<file path="src/rtl/rom_loader_dma.sv">
// Packs the loader byte stream into big-endian SDRAM words, queues them in a small FIFO and
// issues them over a toggle-handshake port; releases the core once the last write is acknowledged.
module rom_loader_dma #(
  parameter int WORD_BYTES = 2,
  parameter int ADDR_W = 25,
  parameter int FIFO_DEPTH = 4,
  parameter logic [ADDR_W-1:0] ROM_BASE = '0,
  parameter logic [ADDR_W-1:0] SAVE_BASE = ADDR_W'(25'h0820000),
  localparam int LW = $clog2(WORD_BYTES),
  localparam int DW = 8 * WORD_BYTES,
  localparam int AW = ADDR_W - LW
) (
  input  logic                  clk_sys,
  input  logic                  reset,
  input  logic [2:0]            loading,
  input  logic [7:0]            loader_do,
  input  logic                  loader_do_valid,
  output logic [AW-1:0]         mem_addr,
  output logic [DW-1:0]         mem_wdata,
  output logic [WORD_BYTES-1:0] mem_be,
  output logic                  mem_req,
  input  logic                  mem_ack,
  output logic                  core_on,
  output logic [ADDR_W-1:0]     rom_size,
  output logic [ADDR_W-1:0]     save_size,
  output logic                  overflow
);

  localparam int PW = $clog2(FIFO_DEPTH);
  localparam logic [ADDR_W-1:0] LANE_MASK = ADDR_W'(WORD_BYTES - 1);

  typedef enum logic [1:0] {S_IDLE, S_LOAD, S_DRAIN} state_t;

  state_t                r_state;
  logic [2:0]            r_mode;
  logic [ADDR_W-1:0]     r_base;
  logic [ADDR_W-1:0]     r_count;
  logic [DW-1:0]         r_word;
  logic [WORD_BYTES-1:0] r_be;

  logic                  r_stgValid;
  logic [AW-1:0]         r_stgAddr;
  logic [DW-1:0]         r_stgWord;
  logic [WORD_BYTES-1:0] r_stgBe;

  logic [AW-1:0]         r_fifoAddr [FIFO_DEPTH];
  logic [DW-1:0]         r_fifoData [FIFO_DEPTH];
  logic [WORD_BYTES-1:0] r_fifoBe   [FIFO_DEPTH];
  logic [PW:0]           r_wrPtr;
  logic [PW:0]           r_rdPtr;

  logic                  r_memReq;
  logic [AW-1:0]         r_memAddr;
  logic [DW-1:0]         r_memData;
  logic [WORD_BYTES-1:0] r_memBe;
  logic                  r_coreOn;
  logic [ADDR_W-1:0]     r_romSize;
  logic [ADDR_W-1:0]     r_saveSize;
  logic                  r_overflow;

  logic                  w_newLoad;
  logic                  w_leaveLoad;
  logic                  w_accept;
  logic                  w_take;
  logic                  w_cntMax;
  logic                  w_packRegion;
  logic                  w_complete;
  logic                  w_flush;
  logic [2:0]            w_curMode;
  logic [ADDR_W-1:0]     w_newBase;
  logic [ADDR_W-1:0]     w_curBase;
  logic [ADDR_W-1:0]     w_curCnt;
  logic [ADDR_W-1:0]     w_laneBits;
  logic [ADDR_W-1:0]     w_byteAddr;
  logic [ADDR_W-1:0]     w_flushAddr;
  logic [DW-1:0]         w_packWord;
  logic [WORD_BYTES-1:0] w_packBe;
  logic                  w_empty;
  logic                  w_full;
  logic                  w_portIdle;
  logic                  w_pop;
  logic                  w_push;
  logic                  w_drop;

  // A byte on the same cycle as a loading change belongs to the new region, so the
  // packing context (mode, base, count, partial word) switches to a fresh one here.
  always_comb begin
    w_newBase = '0;
    if (loading == 3'd1) w_newBase = ROM_BASE;
    else if (loading == 3'd2) w_newBase = SAVE_BASE;

    w_newLoad   = (loading != 3'd0) && ((r_state != S_LOAD) || (loading != r_mode));
    w_leaveLoad = (r_state == S_LOAD) && (loading != r_mode);
    w_curMode   = w_newLoad ? loading : r_mode;
    w_curBase   = w_newLoad ? w_newBase : r_base;
    w_curCnt    = w_newLoad ? '0 : r_count;
    w_packWord  = w_newLoad ? '0 : r_word;
    w_packBe    = w_newLoad ? '0 : r_be;
    w_laneBits  = w_curCnt & LANE_MASK;

    for (int k = 0; k < WORD_BYTES; k++) begin
      if (w_laneBits == ADDR_W'(k)) begin
        w_packWord[8*(WORD_BYTES-k)-1 -: 8] = loader_do;
        w_packBe[WORD_BYTES-1-k] = 1'b1;
      end
    end

    w_accept     = loader_do_valid && (loading != 3'd0);
    w_cntMax     = &w_curCnt;
    w_take       = w_accept && !w_cntMax;
    w_packRegion = (w_curMode == 3'd1) || (w_curMode == 3'd2);
    w_complete   = w_take && w_packRegion && (w_laneBits == LANE_MASK);
    w_flush      = w_leaveLoad && (r_be != '0);
    w_byteAddr   = w_curBase + w_curCnt;
    w_flushAddr  = r_base + r_count;
  end

  // A pop frees a slot in the same cycle, so push-with-pop on a full FIFO is not a drop.
  always_comb begin
    w_empty    = (r_wrPtr == r_rdPtr);
    w_full     = (r_wrPtr[PW] != r_rdPtr[PW]) && (r_wrPtr[PW-1:0] == r_rdPtr[PW-1:0]);
    w_portIdle = (r_memReq == mem_ack);
    w_pop      = w_portIdle && !w_empty;
    w_push     = r_stgValid && (!w_full || w_pop);
    w_drop     = r_stgValid && w_full && !w_pop;
  end

  always_ff @(posedge clk_sys) begin
    if (reset) begin
      r_state    <= S_IDLE;
      r_mode     <= '0;
      r_base     <= '0;
      r_count    <= '0;
      r_word     <= '0;
      r_be       <= '0;
      r_stgValid <= 1'b0;
      r_stgAddr  <= '0;
      r_stgWord  <= '0;
      r_stgBe    <= '0;
      r_coreOn   <= 1'b0;
      r_romSize  <= '0;
      r_saveSize <= '0;
      r_overflow <= 1'b0;
    end else begin
      r_stgValid <= w_complete || w_flush;
      if (w_complete) begin
        r_stgAddr <= AW'(w_byteAddr >> LW);
        r_stgWord <= w_packWord;
        r_stgBe   <= w_packBe;
      end else if (w_flush) begin
        r_stgAddr <= AW'(w_flushAddr >> LW);
        r_stgWord <= r_word;
        r_stgBe   <= r_be;
      end

      if (w_take && w_packRegion) begin
        r_word <= w_complete ? '0 : w_packWord;
        r_be   <= w_complete ? '0 : w_packBe;
      end else if (w_leaveLoad) begin
        r_word <= '0;
        r_be   <= '0;
      end

      if (w_take) r_count <= w_curCnt + ADDR_W'(1);
      else if (w_newLoad) r_count <= '0;

      case (r_state)
        S_IDLE, S_DRAIN: begin
          if (w_newLoad) begin
            r_state    <= S_LOAD;
            r_mode     <= loading;
            r_base     <= w_newBase;
            r_coreOn   <= 1'b0;
            r_overflow <= 1'b0;
          end else if ((r_state == S_DRAIN) && w_empty && !r_stgValid && w_portIdle) begin
            r_state  <= S_IDLE;
            r_coreOn <= 1'b1;
          end
        end
        S_LOAD: begin
          if (w_leaveLoad) begin
            if (r_mode == 3'd1) r_romSize <= r_count;
            else if (r_mode == 3'd2) r_saveSize <= r_count;
            if (loading == 3'd0) begin
              r_state <= S_DRAIN;
            end else begin
              r_mode <= loading;
              r_base <= w_newBase;
            end
          end
        end
        default: r_state <= S_IDLE;
      endcase

      if (w_drop || (w_accept && w_cntMax)) r_overflow <= 1'b1;
    end
  end

  // The SDRAM side is not reset with us, so the request toggle resyncs to the ack level.
  always_ff @(posedge clk_sys) begin
    if (reset) begin
      r_wrPtr   <= '0;
      r_rdPtr   <= '0;
      r_memReq  <= mem_ack;
      r_memAddr <= '0;
      r_memData <= '0;
      r_memBe   <= '0;
    end else begin
      if (w_push) begin
        r_fifoAddr[r_wrPtr[PW-1:0]] <= r_stgAddr;
        r_fifoData[r_wrPtr[PW-1:0]] <= r_stgWord;
        r_fifoBe[r_wrPtr[PW-1:0]]   <= r_stgBe;
        r_wrPtr <= r_wrPtr + (PW+1)'(1);
      end
      if (w_pop) begin
        r_memAddr <= r_fifoAddr[r_rdPtr[PW-1:0]];
        r_memData <= r_fifoData[r_rdPtr[PW-1:0]];
        r_memBe   <= r_fifoBe[r_rdPtr[PW-1:0]];
        r_rdPtr   <= r_rdPtr + (PW+1)'(1);
        r_memReq  <= ~r_memReq;
      end
    end
  end

  assign mem_addr  = r_memAddr;
  assign mem_wdata = r_memData;
  assign mem_be    = r_memBe;
  assign mem_req   = r_memReq;
  assign core_on   = r_coreOn;
  assign rom_size  = r_romSize;
  assign save_size = r_saveSize;
  assign overflow  = r_overflow;

endmodule

</file>
<file path="config.mk">
export PLATFORM = sky130hd
export DESIGN_NAME = rom_loader_dma
export DESIGN_NICKNAME = d
export VERILOG_FILES = /design/src/rtl/rom_loader_dma.sv
export SDC_FILE = /design/constraint.sdc
export NUM_CORES = 1
export LEC_CHECK = 0
export BUFFER_PORTS_ARGS = -buffer_cell sky130_fd_sc_hd__buf_2
export CORE_UTILIZATION = 25
export DETAILED_ROUTE_END_ITERATION = 8
export PLACE_DENSITY = 0.46
export SETUP_SLACK_MARGIN = 0.4
export SLEW_MARGIN = 20
export SYNTH_ARGS = -nofsm -noshare
export SYNTH_HDL_FRONTEND = slang
export SYNTH_SLANG_ARGS = --single-unit
</file>
<file path="constraint.sdc">
create_clock -name clk_sys -period 12.7 [get_ports clk_sys]
set_input_delay 0.635 -clock clk_sys [delete_from_list [all_inputs] [get_ports clk_sys]]
set_output_delay 0.635 -clock clk_sys [all_outputs]
set_load 0.05 [all_outputs]
</file>
==> run metrics, run 1 <==
largest family of logic cells by synthesized area=simple AND/OR/NAND/NOR gates; Routed WL per cell=17.60 um; detailed placement HPWL=30.15 mm; Synth warnings=0; Core Area=0.06610 mm2; Max Clk Rate=0.1925 GHz; slew of the pin with the lowest slew margin=1.064 ns; Max transition margin=28.80%; PortBufs=109; multiplexer share of the synthesized area=8.429%; CTS sink cnt=385; Total Die Area=0.06825 mm2; Nets=1674; Crit path largest cell delay=0.69 ns; max-slew violations=0; period utilization=40.91%; Synthesized Nets=1590; synthesized area=0.01680 mm2; RR Startpoint=r_state[1]$_SDFFE_PP0P_; root buffer cell=clkbuf_16; synthesized instance count=1536; first-pass GRT wire length=68.73 mm; Die Width=261.3 um; share of post-route cells with drive strength above 1=16.56%; largest net degree at the start of global routing=68; CP Class=register to register; Worst-Skew Late Latency=0.58 ns; initial antenna violation count=0; DR pass1 iterations=8; IO Pins=110; diodes inserted=0; setup TNS=0 ns; Synth area leaders=edfxtp_1 30%, dfxtp_1 26%, mux4_2 5.6%; R2R Setup Slk=7.50 ns; Max clock buf depth=3; synthesis-to-finish area growth=17.36%; Die Y=261.3 um; status=finished, violations left; Worst VDD drop=0.09147 mV; via count=11.72k; Max-Cap Viols=0; grt ovf=0; ys async rst share=0%; post_cts resized=0; Worst-path clk slew=0.06 ns; unrepaired setup endpoints after global routing=no; r2r worst-path depth=16; routed wire length=44.33 mm; critical path fanouts, max=20; RR Endpoint=r_stgAddr[21]$_SDFFE_PP0P_; Post-Syn Area per Cell=10.94 um2; failing checks=design-rule violations; Critical Path Sink=r_stgAddr[21]$_SDFFE_PP0P_; CP arrival=5.70 ns; vias per cell=4.651; placed cell area=0.01824 mm2; WHS=0.3511 ns; commonest non-fill, non-tap cells in the layout=214 x dfxtp_1, 188 x nand2_1, 172 x nor2_1; CTS Hold Bufs=0; Post-synth EDFFs=169; GP Congestion=0.8238; crit path from=r_state[1]$_SDFFE_PP0P_; post-synth top area cell=edfxtp_1; worst-path cell chain=nand2b_1, or4_1, nand2_1, nand2_1, inv_1, ha_1, inv_1, nor3_1, nand3_1, or4_4, o211ai_2, nor4_4, buf_4, nor2_1, a22oi_1, a21oi_1; effective utilization at floorplan=25.42%; #FFs+latches synth=385; area share of the largest cell type after synthesis=30.20%; DRT iter0 DRCs=716; Critical Path RT=13.21 ns; ANT nets after route=0; Synth Area in Compound Gates=11.03%; register area share after synthesis=55.93%; CP startpoint kind=register; static leakage=7.177 nW; most common cell after layout, fill and taps aside=dfxtp_1; TritonCTS clock tree=yes; endpoints failing hold=0; design area=0.01972 mm2; post-synthesis cell type count=72; Setup Skew=0.02371 ns; Remaining DRCs=5; simple-gate share of the synthesized area=14.88%; pre-CTS setup slack=7.126 ns; row count=94; total chip power=2.701 mW; final setup fails=0; setup bufs post-CTS=0; worst hold path class=input pin to register; H-tree lvl count=2; Filler Cells Inserted=6831; Tmin final=5.195 ns; number of buffers created by CTS=44; Cell Pwr Density=137.0 mW/mm2; Worst Setup End Kind=register; setup ws final=7.505 ns; XOR/XNOR share of the synthesized area=3.857%; post-synthesis adder-cell area fraction=3.127%; Crit-path slowest cell=or4_1; gr usage total=12.99%; vias in the first global route=11.57k; dominant synthesized flop cell=dfxtp_1
[final cells by class]
cell class                      count  area, um2  area share, %
Sequential cell                   385       9402          47.67
Multi-Input combinational cell   1039       6997          35.48
Clock buffer                       64       1247          6.326
Tap cell                          864       1081          5.482
Timing Repair Buffer              127      686.9          3.483
Clock inverter                     17      220.2          1.117
Inverter                           23      86.33         0.4378
[worst min path at each step]
stage	end	cells after the start	start	slack, ns
after detailed placement	mem_wdata[8]$_SDFFE_PP0P_	2	mem_wdata[8]$_SDFFE_PP0P_	0.44
after global placement	mem_wdata[8]$_SDFFE_PP0P_	2	mem_wdata[8]$_SDFFE_PP0P_	0.44
after global routing	r_word[15]$_SDFFE_PP0P_	3	loader_do[7]	0.34
after floorplan	r_word[0]$_SDFFE_PP0P_	1	r_word[0]$_SDFFE_PP0P_	0.43
final	r_word[15]$_SDFFE_PP0P_	3	loader_do[7]	0.35
after CTS	r_word[11]$_SDFFE_PP0P_	3	loader_do[3]	0.31
[synth_stat cells (19+ instances only)]
master and instances:
mux2i_1 47, inv_1 23, a211oi_1 19, dfxtp_1 216, a21oi_1 127, xor2_1 25
edfxtp_1 169, xnor2_1 49, ha_1 38, clkbuf_1 67, nor2_1 172, nand2_1 188
o21ai_0 39, nand3_1 24, mux4_2 42, nor3_1 29, and2_1 54
[critical path: cells and delay by family (launching register included)]
family	cells	cell delay, ns
AO/OA/AOI/OAI	3	0.93
flip-flops	1	0.36
buffers and inverters	3	0.51
AND/OR/NAND/NOR	9	3.17
adder cells (fa/ha/maj)	1	0.16
[cell families after synthesis]
family / Yosys count
AO/OA/AOI/OAI: 293
flip-flops: 385
AND/OR/NAND/NOR: 541
XOR/XNOR: 74
buffers and inverters: 112
adder cells (fa/ha/maj): 42
multiplexers: 89
[report_power, final]
| part | switching, mW | total, mW | internal, mW |
|---|---|---|---|
| combinational | 0.0836 | 0.119 | 0.0357 |
| clock | 0.509 | 1.27 | 0.766 |
| sequential | 0.00981 | 1.31 | 1.30 |
| total | 0.603 | 2.70 | 2.10 |
[through the flow]
stage	cells	utilization (%)
2_1_floorplan	1536	-
4_1_cts	2519	29.82
3_3_place_gp	2438	27.60
5_1_grt	2519	29.83
3_5_place_dp	2438	27.60
6_report	2519	29.83
[routing by layer]
layer  up-vias  share of wire, %  global-route usage (%)
li1       5698                 -                       -
met5         -                 0                       0
met1      5731                48                   18.06
met3        52               4.5                   2.226
met4         0               1.6                   3.456
met2       234                45                   20.77
[flip-flops by register name, indices dropped and copies added (netlist names), 16 cells and up]
name	cells
r_word	16
r_stgAddr	24
r_stgWord	16
r_fifoData	64
save_size	25
mem_addr	24
rom_size	25
r_fifoAddr	96
mem_wdata	16
r_base	25
r_count	25
Note: power is estimated with default switching activity, not from simulation.
==> run 2, diff against run 1 <==
--- a/config.mk
+++ b/config.mk
@@ -8,7 +8,7 @@
 export BUFFER_PORTS_ARGS = -buffer_cell sky130_fd_sc_hd__buf_2
 export CORE_UTILIZATION = 25
 export DETAILED_ROUTE_END_ITERATION = 8
-export PLACE_DENSITY = 0.46
+export PLACE_DENSITY = 0.47
 export SETUP_SLACK_MARGIN = 0.4
 export SLEW_MARGIN = 20
 export SYNTH_ARGS = -nofsm -noshare
==> constraint.sdc (replaced) <==
create_clock -name clk_sys -period 4.64 [get_ports clk_sys]
set_input_delay 0.232 -clock clk_sys [delete_from_list [all_inputs] [get_ports clk_sys]]
set_output_delay 0.232 -clock clk_sys [all_outputs]
set_load 0.05 [all_outputs]
==> run 2 against run 1 <==
The flow still finishes with violations (design-rule violations). Critical endpoint is now r_stgAddr[19]$_SDFFE_PP0P_. Die area is the same. Hold slack lost 0.31 ns. Clock-buffer cell count increased by 3. Clock skew grew 0.0077 ns. Critical path depth increased by 1. Register-to-register slack lost 6.8 ns. Global-route usage is 0.18 points higher. Total power grew to 2.7 times the previous value.
==> run metrics, run 2 (synthesis gave the netlist of run 1 again) <==
status=finished, violations left (unchanged); failing checks=design-rule violations (unchanged); CP Class=register to register (unchanged); max-slew violations=0 (unchanged); Nets=1695 (was 1674); most common cell after layout, fill and taps aside=dfxtp_1 (unchanged); detailed placement HPWL=30.68 mm (was 30.15 mm); gr usage total=13.17% (was 12.99%); setup TNS=0 ns (unchanged); Max Clk Rate=0.2514 GHz (was 0.1925 GHz); R2R Setup Slk=0.66 ns (was 7.50 ns); Crit path largest cell delay=0.58 ns (was 0.69 ns); cell family with most CP delay=simple AND/OR/NAND/NOR gates (unchanged); Max clock buf depth=3 (unchanged); critical path fanouts, max=13 (was 20); TritonCTS clock tree=yes (unchanged); WL met3=1.739 mm (was 1.985 mm); Setup Skew=0.03139 ns (was 0.02371 ns); vias per cell=4.595 (was 4.651); commonest non-fill, non-tap cells in the layout=214 x dfxtp_1, 187 x nand2_1, 172 x nor2_1 (was 214 x dfxtp_1, 188 x nand2_1, 172 x nor2_1); Total Die Area=0.06825 mm2 (unchanged); effective utilization at floorplan=25.42% (unchanged); Crit-path slowest cell=or4_1 (unchanged); root buffer cell=clkbuf_16 (unchanged); DR pass1 iterations=9 (was 8); Worst-Skew Late Latency=0.58 ns (about the same); Non-Filler Instances=2539 (was 2519); CTS sink cnt=385 (unchanged); Cell Pwr Density=361.1 mW/mm2 (was 137.0 mW/mm2); number of flip-flops in the largest register=96 (unchanged); CP arrival=4.45 ns (was 5.70 ns); vias in the first global route=11.52k (was 11.57k); PortBufs=109 (unchanged); diodes inserted=0 (unchanged); largest net degree at the start of global routing=86 (was 68); final setup fails=0 (unchanged); number of buffers created by CTS=42 (was 44); Met1 Wirelength=22.33 mm (was 21.48 mm); row count=94 (unchanged); Tmin final=3.977 ns (was 5.195 ns); endpoints failing hold=0 (unchanged); H-tree lvl count=2 (unchanged); unrepaired setup endpoints after global routing=no (unchanged); period utilization=85.71% (was 40.91%); slew of the pin with the lowest slew margin=1.014 ns (was 1.064 ns); CP startpoint kind=register (unchanged); initial antenna violation count=1 (was 0); Buf/Inv on CP=4 (was 3); worst-path cell chain=nand2b_1, or4_1, nand2_2, nand2_1, inv_2, ha_1, inv_1, nor3_1, nand3_1, or4_4, o211ai_4, nor4_4, buf_4, nor2_1, buf_4, a22oi_1, a21oi_1 (was nand2b_1, or4_1, nand2_1, nand2_1, inv_1, ha_1, inv_1, nor3_1, nand3_1, or4_4, o211ai_2, nor4_4, buf_4, nor2_1, a22oi_1, a21oi_1); Worst VDD drop=0.2334 mV (was 0.09147 mV); synthesis-to-finish area growth=18.19% (was 17.36%); Die Width=261.3 um (unchanged); most frequent CP cell=buf_4; static leakage=7.264 nW (was 7.177 nW); Critical Path RT=5.12 ns (was 13.21 ns); worst hold path class=input pin to register (unchanged); Core Area=0.06610 mm2 (unchanged); Worst Setup End Kind=register (unchanged); Remaining DRCs=1 (was 5); GP Congestion=0.8452 (was 0.8238); IO Pins=110 (unchanged); share of post-route cells with drive strength above 1=17.61% (was 16.56%); via count=11.67k (was 11.72k); grt ovf=0 (unchanged); Worst-path clk slew=0.07 ns (was 0.06 ns); Max-Cap Viols=0 (unchanged); first-pass GRT wire length=69.31 mm (was 68.73 mm); met2 routed WL=20.29 mm (was 20.15 mm); Max transition margin=32.07% (was 28.80%); Cell Count Post-Placement=2447 (was 2438); routed wire length=45.19 mm (was 44.33 mm); DRT iter0 DRCs=596 (was 716); ANT nets after route=0 (unchanged); Routed WL per cell=17.80 um (was 17.60 um); top routing layer used=met4 (unchanged); Die Y=261.3 um (unchanged)
## run 2: stage by stage
step / total power [mW] / setup WS, ns / area [um2] / util, % / hold WS, ns
floorplan: 3.885 / 0.4015 / 16820 / - / 0.3803
global placement: 3.990 / 0.4448 / 18330 / 27.73 / 0.4430
detailed placement: 3.994 / 0.2822 / 18350 / 27.76 / 0.4463
CTS: 7.267 / 0.4324 / 19790 / 29.94 / 0.01301
global route: 7.436 / 0.4129 / 19860 / 30.05 / 0.04517
finish: 7.172 / 0.6630 / 19860 / 30.05 / 0.04062
## run 2: worst register-to-register path, delay by kind of cell, from the launching register on
kind                       cells  cell delay, ns
AOI/OAI and AO/OA              3            0.60
adders and majority gates      1            0.16
buffers and inverters          4            0.66
DFF                            1            0.35
and+or+nand+nor                9            2.15
## run 2: repair_timing
action | 4_1_cts | 5_1_grt
endpoints found under the setup margin | 17 | 33
pin swaps | 0 | 3
setup buffers | 0 | 4
endpoints found under the hold margin | 30 | 0
gates resized for setup | 2 | 9
cloned | 0 | 0
hold buffers | 10 | 0
## run 2: area by class of cell
class	instances	area [um2]
multi-input combinational	1039	7057
sequential	385	9402
clock buffer	67	1236
clock inverter	11	97.59
tap	864	1081
fill	6808	46240
timing repair buffer	150	900.9
inverter	23	86.33
## run 2: per-layer routing
metal | vias up | global-route usage [%]
met4 | 0 | 3.391
met3 | 55 | 2.091
met1 | 5656 | 18.71
met5 | - | 0
met2 | 214 | 20.75
li1 | 5742 | -
## run 2: path summary, 6_finish.rpt
kind	start	endpoint	cells past startpoint
setup / recovery	r_state[1]$_SDFFE_PP0P_	r_stgAddr[19]$_SDFFE_PP0P_	17
hold reg to reg	mem_wdata[12]$_SDFFE_PP0P_	mem_wdata[12]$_SDFFE_PP0P_	2
hold / removal	mem_ack	mem_req$_DFFE_PP_	3
setup reg to reg	r_state[1]$_SDFFE_PP0P_	r_stgAddr[19]$_SDFFE_PP0P_	17
## run 2: where the power goes
part           switching, mW  total, mW  internal (mW)
Combinational          0.238      0.346          0.109
Sequential            0.0266       3.58           3.55
Clock                   1.41       3.25           1.84
Total                   1.67       7.17           5.50
